<file path="src/rtl/eager_pkg.sv">
// eager_pkg: shared state encoding and default widths for the eager dual-path controller
package eager_pkg;
  localparam int PC_W_DEF = 10;
  typedef enum logic [1:0] {
    DUAL     = 2'd0,
    REFILL_T = 2'd1,
    REFILL_N = 2'd2,
    SINGLE   = 2'd3
  } state_e;
endpackage

</file>
<file path="src/rtl/eager_path_ctrl_if.sv">
// eager_path_ctrl_if: branch resolution inputs and redirect/status outputs of both fetch paths
interface eager_path_ctrl_if
  import eager_pkg::*;
#(
  parameter int PC_W         = PC_W_DEF,
  parameter int SLOTS        = 2,
  parameter int FLUSH_STAGES = 2,
  parameter int CNT_W        = 16
);
  logic                    dual_en;
  logic [SLOTS-1:0]        ex_br_t, ex_br_n, ex_taken_t, ex_taken_n, id_br_t, id_br_n;
  logic [PC_W-1:0]         ex_nextpc_t, ex_nextpc_n, id_nextpc_t, id_nextpc_n;
  logic [SLOTS*PC_W-1:0]   id_bta_n;
  logic                    correct_en_t, correct_en_n;
  logic [PC_W-1:0]         correction_t, correction_n;
  logic [FLUSH_STAGES-1:0] flush_t, flush_n;
  logic                    path_valid_t, path_valid_n;
  logic [1:0]              state;
  logic [CNT_W-1:0]        resolve_cnt, taken_cnt;
  modport master (
    output dual_en, ex_br_t, ex_br_n, ex_taken_t, ex_taken_n, id_br_t, id_br_n,
           ex_nextpc_t, ex_nextpc_n, id_nextpc_t, id_nextpc_n, id_bta_n,
    input  correct_en_t, correct_en_n, correction_t, correction_n, flush_t, flush_n,
           path_valid_t, path_valid_n, state, resolve_cnt, taken_cnt
  );
  modport slave (
    input  dual_en, ex_br_t, ex_br_n, ex_taken_t, ex_taken_n, id_br_t, id_br_n,
           ex_nextpc_t, ex_nextpc_n, id_nextpc_t, id_nextpc_n, id_bta_n,
    output correct_en_t, correct_en_n, correction_t, correction_n, flush_t, flush_n,
           path_valid_t, path_valid_n, state, resolve_cnt, taken_cnt
  );
endinterface

</file>
<file path="src/rtl/eager_path_ctrl_sat_counter.sv">
// sat_counter: up-counter that sticks at all-ones instead of wrapping
module sat_counter #(
  parameter int CNT_W = 16
) (
  input  logic             clk,
  input  logic             rst,
  input  logic             inc_i,
  output logic [CNT_W-1:0] cnt_o
);
  logic [CNT_W-1:0] cnt_q, cnt_d;
  always_comb cnt_d = (inc_i && !(&cnt_q)) ? cnt_q + 1'b1 : cnt_q;
  always_ff @(posedge clk) begin
    if (rst) cnt_q <= '0;
    else cnt_q <= cnt_d;
  end
  assign cnt_o = cnt_q;
endmodule

</file>
<file path="src/rtl/eager_path_ctrl.sv">
// eager_path_ctrl: resolves EX branches across the taken/not-taken paths, redirects the loser
// and holds it invalid through a refill window
module eager_path_ctrl
  import eager_pkg::*;
#(
  parameter int PC_W         = PC_W_DEF,
  parameter int SLOTS        = 2,
  parameter int FLUSH_STAGES = 2,
  parameter int RECOVER_CYC  = 2,
  parameter int CNT_W        = 16
) (
  input logic              clk,
  input logic              rst,
  eager_path_ctrl_if.slave bus
);
  localparam int RW = $clog2(RECOVER_CYC + 1);
  localparam logic [RW-1:0] RELOAD = RW'(RECOVER_CYC);
  state_e          state_q, state_d;
  logic [RW-1:0]   cnt_q, cnt_d;
  logic            pv_t_q, pv_n_q, pv_t_d, pv_n_d;
  logic            use_t, use_n, resolve, taken, bib, redir_t, redir_n;
  logic [PC_W-1:0] bta_sel;
  function automatic logic [PC_W-1:0] lowest_bta(input logic [SLOTS-1:0] br,
                                                 input logic [SLOTS*PC_W-1:0] bta);
    lowest_bta = bta[PC_W-1:0];
    for (int i = SLOTS - 1; i >= 0; i--) if (br[i]) lowest_bta = bta[i*PC_W +: PC_W];
  endfunction
  // only branches on a path that may still commit count as a resolution
  always_comb begin
    use_t   = state_q == DUAL || state_q == REFILL_N;
    use_n   = state_q == DUAL || state_q == REFILL_T;
    resolve = (use_t & (|bus.ex_br_t)) | (use_n & (|bus.ex_br_n));
    taken   = (use_t & (|(bus.ex_br_t & bus.ex_taken_t))) | (use_n & (|(bus.ex_br_n & bus.ex_taken_n)));
    bib     = ((|bus.id_br_t) | (|bus.id_br_n)) & (bus.id_nextpc_t != bus.id_nextpc_n);
    bta_sel = lowest_bta(bus.id_br_n, bus.id_bta_n);
    redir_n = !rst && (state_q == SINGLE ? bus.dual_en : resolve && taken);
    redir_t = !rst && resolve && !taken;
  end
  always_comb begin
    bus.correct_en_t = redir_t;
    bus.correct_en_n = redir_n;
    bus.flush_t      = {FLUSH_STAGES{redir_t}};
    bus.flush_n      = {FLUSH_STAGES{redir_n}};
    bus.correction_t = !redir_t ? '0 : bib ? bta_sel : bus.ex_nextpc_n;
    bus.correction_n = !redir_n ? '0 : (bib && state_q != SINGLE) ? bus.id_nextpc_t : bus.ex_nextpc_t;
  end
  always_comb begin
    state_d = state_q;
    cnt_d   = cnt_q;
    if (!bus.dual_en) begin
      state_d = SINGLE;
      cnt_d   = '0;
    end else if (state_q == SINGLE) begin
      state_d = REFILL_N;
      cnt_d   = RELOAD;
    end else if (resolve) begin
      state_d = taken ? REFILL_N : REFILL_T;
      cnt_d   = RELOAD;
    end else if (state_q != DUAL) begin
      state_d = (cnt_q == RW'(1)) ? DUAL : state_q;
      cnt_d   = cnt_q - 1'b1;
    end
    pv_t_d = state_d != REFILL_T;
    pv_n_d = state_d == DUAL || state_d == REFILL_T;
  end
  always_ff @(posedge clk) begin
    if (rst) begin
      state_q <= DUAL;
      cnt_q   <= '0;
      pv_t_q  <= 1'b1;
      pv_n_q  <= 1'b1;
    end else begin
      state_q <= state_d;
      cnt_q   <= cnt_d;
      pv_t_q  <= pv_t_d;
      pv_n_q  <= pv_n_d;
    end
  end
  assign bus.state        = state_q;
  assign bus.path_valid_t = pv_t_q;
  assign bus.path_valid_n = pv_n_q;
  sat_counter #(.CNT_W(CNT_W)) u_resolve_cnt (
    .clk  (clk),
    .rst  (rst),
    .inc_i(resolve),
    .cnt_o(bus.resolve_cnt)
  );
  sat_counter #(.CNT_W(CNT_W)) u_taken_cnt (
    .clk  (clk),
    .rst  (rst),
    .inc_i(resolve & taken),
    .cnt_o(bus.taken_cnt)
  );
endmodule

</file>
<file path="src/flat_wrapper.sv">
// flat-port wrapper written by rule: the top's interface ports become plain ports
module eager_path_ctrl_flat import eager_pkg::*;
#(
  parameter int PC_W         = PC_W_DEF,
  parameter int SLOTS        = 2,
  parameter int FLUSH_STAGES = 2,
  parameter int RECOVER_CYC  = 2,
  parameter int CNT_W        = 16
)
  (clk, rst, bus_dual_en, bus_ex_br_t, bus_ex_br_n, bus_ex_taken_t, bus_ex_taken_n, bus_id_br_t, bus_id_br_n, bus_ex_nextpc_t, bus_ex_nextpc_n, bus_id_nextpc_t, bus_id_nextpc_n, bus_id_bta_n, bus_correct_en_t, bus_correct_en_n, bus_correction_t, bus_correction_n, bus_flush_t, bus_flush_n, bus_path_valid_t, bus_path_valid_n, bus_state, bus_resolve_cnt, bus_taken_cnt);
  eager_path_ctrl_if #(.PC_W(PC_W), .SLOTS(SLOTS), .FLUSH_STAGES(FLUSH_STAGES), .CNT_W(CNT_W)) bus_i ();
  input logic clk;
  input logic rst;
  input wire logic [$bits(bus_i.dual_en)-1:0] bus_dual_en;
  input wire logic [$bits(bus_i.ex_br_t)-1:0] bus_ex_br_t;
  input wire logic [$bits(bus_i.ex_br_n)-1:0] bus_ex_br_n;
  input wire logic [$bits(bus_i.ex_taken_t)-1:0] bus_ex_taken_t;
  input wire logic [$bits(bus_i.ex_taken_n)-1:0] bus_ex_taken_n;
  input wire logic [$bits(bus_i.id_br_t)-1:0] bus_id_br_t;
  input wire logic [$bits(bus_i.id_br_n)-1:0] bus_id_br_n;
  input wire logic [$bits(bus_i.ex_nextpc_t)-1:0] bus_ex_nextpc_t;
  input wire logic [$bits(bus_i.ex_nextpc_n)-1:0] bus_ex_nextpc_n;
  input wire logic [$bits(bus_i.id_nextpc_t)-1:0] bus_id_nextpc_t;
  input wire logic [$bits(bus_i.id_nextpc_n)-1:0] bus_id_nextpc_n;
  input wire logic [$bits(bus_i.id_bta_n)-1:0] bus_id_bta_n;
  output wire logic [$bits(bus_i.correct_en_t)-1:0] bus_correct_en_t;
  output wire logic [$bits(bus_i.correct_en_n)-1:0] bus_correct_en_n;
  output wire logic [$bits(bus_i.correction_t)-1:0] bus_correction_t;
  output wire logic [$bits(bus_i.correction_n)-1:0] bus_correction_n;
  output wire logic [$bits(bus_i.flush_t)-1:0] bus_flush_t;
  output wire logic [$bits(bus_i.flush_n)-1:0] bus_flush_n;
  output wire logic [$bits(bus_i.path_valid_t)-1:0] bus_path_valid_t;
  output wire logic [$bits(bus_i.path_valid_n)-1:0] bus_path_valid_n;
  output wire logic [$bits(bus_i.state)-1:0] bus_state;
  output wire logic [$bits(bus_i.resolve_cnt)-1:0] bus_resolve_cnt;
  output wire logic [$bits(bus_i.taken_cnt)-1:0] bus_taken_cnt;
  assign bus_i.dual_en = bus_dual_en;
  assign bus_i.ex_br_t = bus_ex_br_t;
  assign bus_i.ex_br_n = bus_ex_br_n;
  assign bus_i.ex_taken_t = bus_ex_taken_t;
  assign bus_i.ex_taken_n = bus_ex_taken_n;
  assign bus_i.id_br_t = bus_id_br_t;
  assign bus_i.id_br_n = bus_id_br_n;
  assign bus_i.ex_nextpc_t = bus_ex_nextpc_t;
  assign bus_i.ex_nextpc_n = bus_ex_nextpc_n;
  assign bus_i.id_nextpc_t = bus_id_nextpc_t;
  assign bus_i.id_nextpc_n = bus_id_nextpc_n;
  assign bus_i.id_bta_n = bus_id_bta_n;
  assign bus_correct_en_t = bus_i.correct_en_t;
  assign bus_correct_en_n = bus_i.correct_en_n;
  assign bus_correction_t = bus_i.correction_t;
  assign bus_correction_n = bus_i.correction_n;
  assign bus_flush_t = bus_i.flush_t;
  assign bus_flush_n = bus_i.flush_n;
  assign bus_path_valid_t = bus_i.path_valid_t;
  assign bus_path_valid_n = bus_i.path_valid_n;
  assign bus_state = bus_i.state;
  assign bus_resolve_cnt = bus_i.resolve_cnt;
  assign bus_taken_cnt = bus_i.taken_cnt;
  eager_path_ctrl #(.PC_W(PC_W), .SLOTS(SLOTS), .FLUSH_STAGES(FLUSH_STAGES), .RECOVER_CYC(RECOVER_CYC), .CNT_W(CNT_W)) u_core (.clk(clk), .rst(rst), .bus(bus_i));
endmodule
</file>
<file path="config.mk">
export PLATFORM = sky130hd
export DESIGN_NAME = eager_path_ctrl_flat
export DESIGN_NICKNAME = d
export VERILOG_FILES = /design/src/rtl/eager_pkg.sv /design/src/rtl/eager_path_ctrl_if.sv /design/src/rtl/eager_path_ctrl_sat_counter.sv /design/src/rtl/eager_path_ctrl.sv /design/src/flat_wrapper.sv
export SDC_FILE = /design/constraint.sdc
export NUM_CORES = 1
export LEC_CHECK = 0
export ABC_AREA = 1
export CAP_MARGIN = 10
export CELL_PAD_IN_SITES_DETAIL_PLACEMENT = 0
export CELL_PAD_IN_SITES_GLOBAL_PLACEMENT = 1
export CORE_MARGIN = 2
export CORE_UTILIZATION = 29
export CTS_CLUSTER_DIAMETER = 100
export DETAILED_ROUTE_END_ITERATION = 10
export PLACE_DENSITY = 0.86
export SYNTH_ARGS = -nofsm -noshare
export SYNTH_HDL_FRONTEND = slang
export SYNTH_SLANG_ARGS = --single-unit
</file>
<file path="constraint.sdc">
create_clock -name clk -period 2.5 [get_ports clk]
set_clock_uncertainty 0.2 [all_clocks]
set_input_delay 0.375 -clock clk [delete_from_list [all_inputs] [get_ports clk]]
set_output_delay 0.375 -clock clk [all_outputs]
set_load 0.005 [all_outputs]
</file>
==> implementation parameters <==
Parameter                              Value

Clock network
  Deepest clock path buffer count ... 2
  H-tree levels ... 2
  Worst-skew pair later-pin latency ... between 0.2 and 0.3 ns
  Number of buffers created by CTS ... 5
  Clock slew seen by the registers of the worst setup and hold paths ... about 0.080 ns
  Clock tree from TritonCTS ... done
  Cell chosen for the clock root ... sky130_fd_sc_hd__clkbuf_8
  Num Clock Sinks ... 38

STA
  Final period utilization ... 0.970
  Slew Limit Headroom ... 0.609
  Final Setup Violations ... 0
  Slew Viols, Final ... 0
  RSZ-0062 raised after global routing ... yes
  Slew @ Worst Pin ... a little under 0.6 ns
  Hold WS ... 0.295 ns
  Highest attainable clock frequency ... 0.412 GHz
  Final hold vios ... 0
  Total negative slack ... 0 ns
  Post-route minimum period ... between 2 and 2.5 ns

Hold path
  Min-Delay Path Class ... reg -> reg

Final layout
  Area of the multi-input gates ... 0.00181 mm²
  Sequential standard cell area ... 761 µm²
  Final cell count without fillers ... between 800 and 900
  Antenna cell count ... 0
  Filler Cell Count ... 988
  Layout overhead on the synthesized area ... 65.6%
  Post-route core utilization ... 0.494
  Layout cells sized above 1 ... 0.224
  Total Nets Final ... ~750

Floorplan
  Area of the die ... about 0.011 mm²
  Die X-Extent ... 104 µm
  Core ar. ... 0.00977 mm²
  Number of top-level pins ... 137
  Initial core utilization ... 0.298
  Row cnt ... 36
  Die height ... 104 µm

GRT
  Met3 track utilization from global routing ... 0.0401
  Global route hottest layer ... met2
  Overall Global Routing Usage ... 0.181
  Maximum number of pins on one net before global-route repair ... 22
  First-pass GRT wire length ... ~16000 µm
  GR Util met1 ... 0.230
  Overall overflow remaining after global route ... 0
  Initial antenna violation count ... 0
  Vias in the first global route ... ~3500
  Routing usage on met2 ... 0.308

Flow run
  Number of max-capacitance violations reported ... 0

Placed design
  Dpl cells ... slightly below 800
  Sum of net half-perimeters after detailed placement ... between 7000 and 8000 µm
  Gpl congestion ... 0.855
  Number of buffers added on ports ... approximately 140

Synthesis
  XOR/XNOR share of the synthesized area ... 0.0361
  Cell taking the most area after synthesis ... sky130_fd_sc_hd__dfxtp_1
  Most instantiated cells after synthesis ... sky130_fd_sc_hd__nand2_1 (142), sky130_fd_sc_hd__inv_1 (84), sky130_fd_sc_hd__nor2_1 (84)
  Distinct cells, synth ... 35
  Number of nets produced by synthesis ... 574
  Top cells by area in the synthesized netlist ... sky130_fd_sc_hd__dfxtp_1 (26%), sky130_fd_sc_hd__nand2_1 (18%), sky130_fd_sc_hd__inv_1 (11%)
  Yosys top cell area share ... 0.261
  Average cell area after synthesis ... slightly below 6 µm²
  Synthesis warning total ... 0
  Compound-Gate Fraction of Synth Area ... 0.0863
  Flops & latches, synth ... 38
  Portion of the post-synthesis area used by sequential elements ... 0.261
  Synthesized-area fraction occupied by adder cells ... 0.0129
  Area fraction in and, or, nand and nor cells after synthesis ... 0.416
  Combinational family with the most area after synthesis ... simple AND/OR/NAND/NOR gates
  Most common cell in the synthesized netlist ... sky130_fd_sc_hd__nand2_1
  Most used DFF post-synth ... sky130_fd_sc_hd__dfxtp_1
  Multiplexer share of the synthesized area ... 0.0386
  Post-synth EDFFs ... 0
  Syn Std Cell Area ... about 0.0029 mm²
  Instance count of the mapped netlist ... ~500
  Share of synthesized registers carrying an async set or reset ... 0

Setup path
  Crit path arrival time ... about 1.9 ns
  Peak fanout along the critical path ... 4
  Startpoint type of the worst setup path ... primary input
  Slowest Stage Delay on Critical Path ... a little under 0.5 ns
  Kind of end point of the critical path ... output pin
  Crit path cell chain ... clkdlybuf4s50_1 -> nor2_1 -> nand2_2 -> nand2_4 -> bufbuf_16 -> buf_4 -> o21ai_0 -> nor2_1 -> buf_2
  CP Data Required Time ... between 1.5 and 2 ns
  Cell repeated most along the worst path ... sky130_fd_sc_hd__nor2_1
  Critical-path top delay cell ... sky130_fd_sc_hd__clkdlybuf4s50_1
  Crit Path Category ... in -> out

Pwr
  Leak ... between 2 and 2.5 nW
  Maximum ir drop on the vdd rail ... between 0.0003 and 0.0004 V
  Power density relative to cell area ... approximately 340 mW/mm²

Detailed routing
  Post-detailed-route via-to-cell ratio ... around 4.5
  Wirelength per Cell ... between 10 and 15 µm
  Routed vias ... between 3000 and 4000
  Number of nets still failing antenna checks after routing ... 0
  1st-iter DRT viols ... 161
  First-pass iteration count of the detailed router ... 4
  Wire length reported by the detailed router ... 9920 µm
  Post-detailed-route DRC marker count ... 0

Outcome
  Result of the run ... completed
[repair_timing]
action / 4_1_cts / 5_1_grt
hold buffers: 0 / 0
endpoints found under the setup margin: 26 / 23
resized for setup: 96 / 93
setup buffers: 19 / 3
pin swaps: 17 / 24
cloned: 1 / 2
[cells in the final DEF, fill, tap and decap left out, types with 14 or more instances in the layout]
cell                              netlist  routed
sky130_fd_sc_hd__nand2_1              142     132
sky130_fd_sc_hd__clkdlybuf4s50_1        0      84
sky130_fd_sc_hd__inv_1                 84      77
sky130_fd_sc_hd__nor2_1                84      74
sky130_fd_sc_hd__buf_4                  5      39
sky130_fd_sc_hd__dfxtp_1               38      38
sky130_fd_sc_hd__clkbuf_2               0      29
sky130_fd_sc_hd__a21oi_1               20      20
sky130_fd_sc_hd__o21ai_0               20      16
sky130_fd_sc_hd__nand4_1               14      14
sky130_fd_sc_hd__nand3_1               16      14
sky130_fd_sc_hd__nor3_1                14      14
[metal layers]
metal	wire length [µm]	share of wire	vias up
met2	4600	0.46	102
li1	-	-	1881
met1	4630	0.47	1641
met5	0	0	-
met3	508	0.051	15
met4	178	0.018	0
[flip-flops by register name, summed over array words and instances (netlist names)]
signal	flops
u_core.bus.path_valid_n	1
u_core.bus.path_valid_t	1
u_core.bus.state	2
u_core.cnt_q	2
u_core.u_resolve_cnt.cnt_o	16
u_core.u_taken_cnt.cnt_o	16
[critical path, delay by kind of cell]
kind                   cells  cell delay (ns)
buffers and inverters      4             1.00
and+or+nand+nor            4             0.29
AOI/OAI and AO/OA          1             0.17
[through the flow]
stage,cell area (µm²),setup slack [ns],total power (W)
after floorplan,2910,0.690,0.000871
after global placement,4570,-0.513,0.00117
after detailed placement,4570,-0.575,0.00117
after CTS,4820,0.00919,0.00162
after global routing,4830,-0.0192,0.00172
final,4830,0.0738,0.00162
[power breakdown]
part / leakage [nW] / total, W / internal (W) / switching, W
clock: 0.0482 / 0.000442 / 0.000223 / 0.000219
sequential: 0.309 / 0.000643 / 0.000623 / 0.0000192
combinational: 1.95 / 0.000536 / 0.000294 / 0.000242
total: 2.30 / 0.00162 / 0.00114 / 0.000480
[final timing paths]
kind,cells past startpoint,slack [ns],endpoint,start
worst max-delay path,9,0.07,bus_correction_t[2],bus_id_br_n[1]
worst min-delay path,2,0.29,u_core.u_taken_cnt.cnt_o[4],u_core.u_taken_cnt.cnt_o[4]
worst max register to register,8,0.51,u_core.u_taken_cnt.cnt_o[3],u_core.u_taken_cnt.cnt_o[0]
worst min register to register,2,0.29,u_core.u_taken_cnt.cnt_o[4],u_core.u_taken_cnt.cnt_o[4]
[cells by family (layout without fill, tap and decap cells)]
kind of cell,Yosys count,after routing
fa+ha+maj,3,3
simple gates,283,283
mux,10,10
xor+xnor,12,12
flops,38,38
buf+inv,103,281
compound gates,47,47
[layout make-up]
cell class | instances | area share
clock inverters | 1 | 0.00104
clock buffers | 7 | 0.0179
well taps | 133 | 0.0345
flip-flops and latches | 38 | 0.158
inverters | 86 | 0.0682
repair buffers | 187 | 0.345
multi-input cells | 355 | 0.376
No activity file was read; power rests on OpenSTA's default activity.
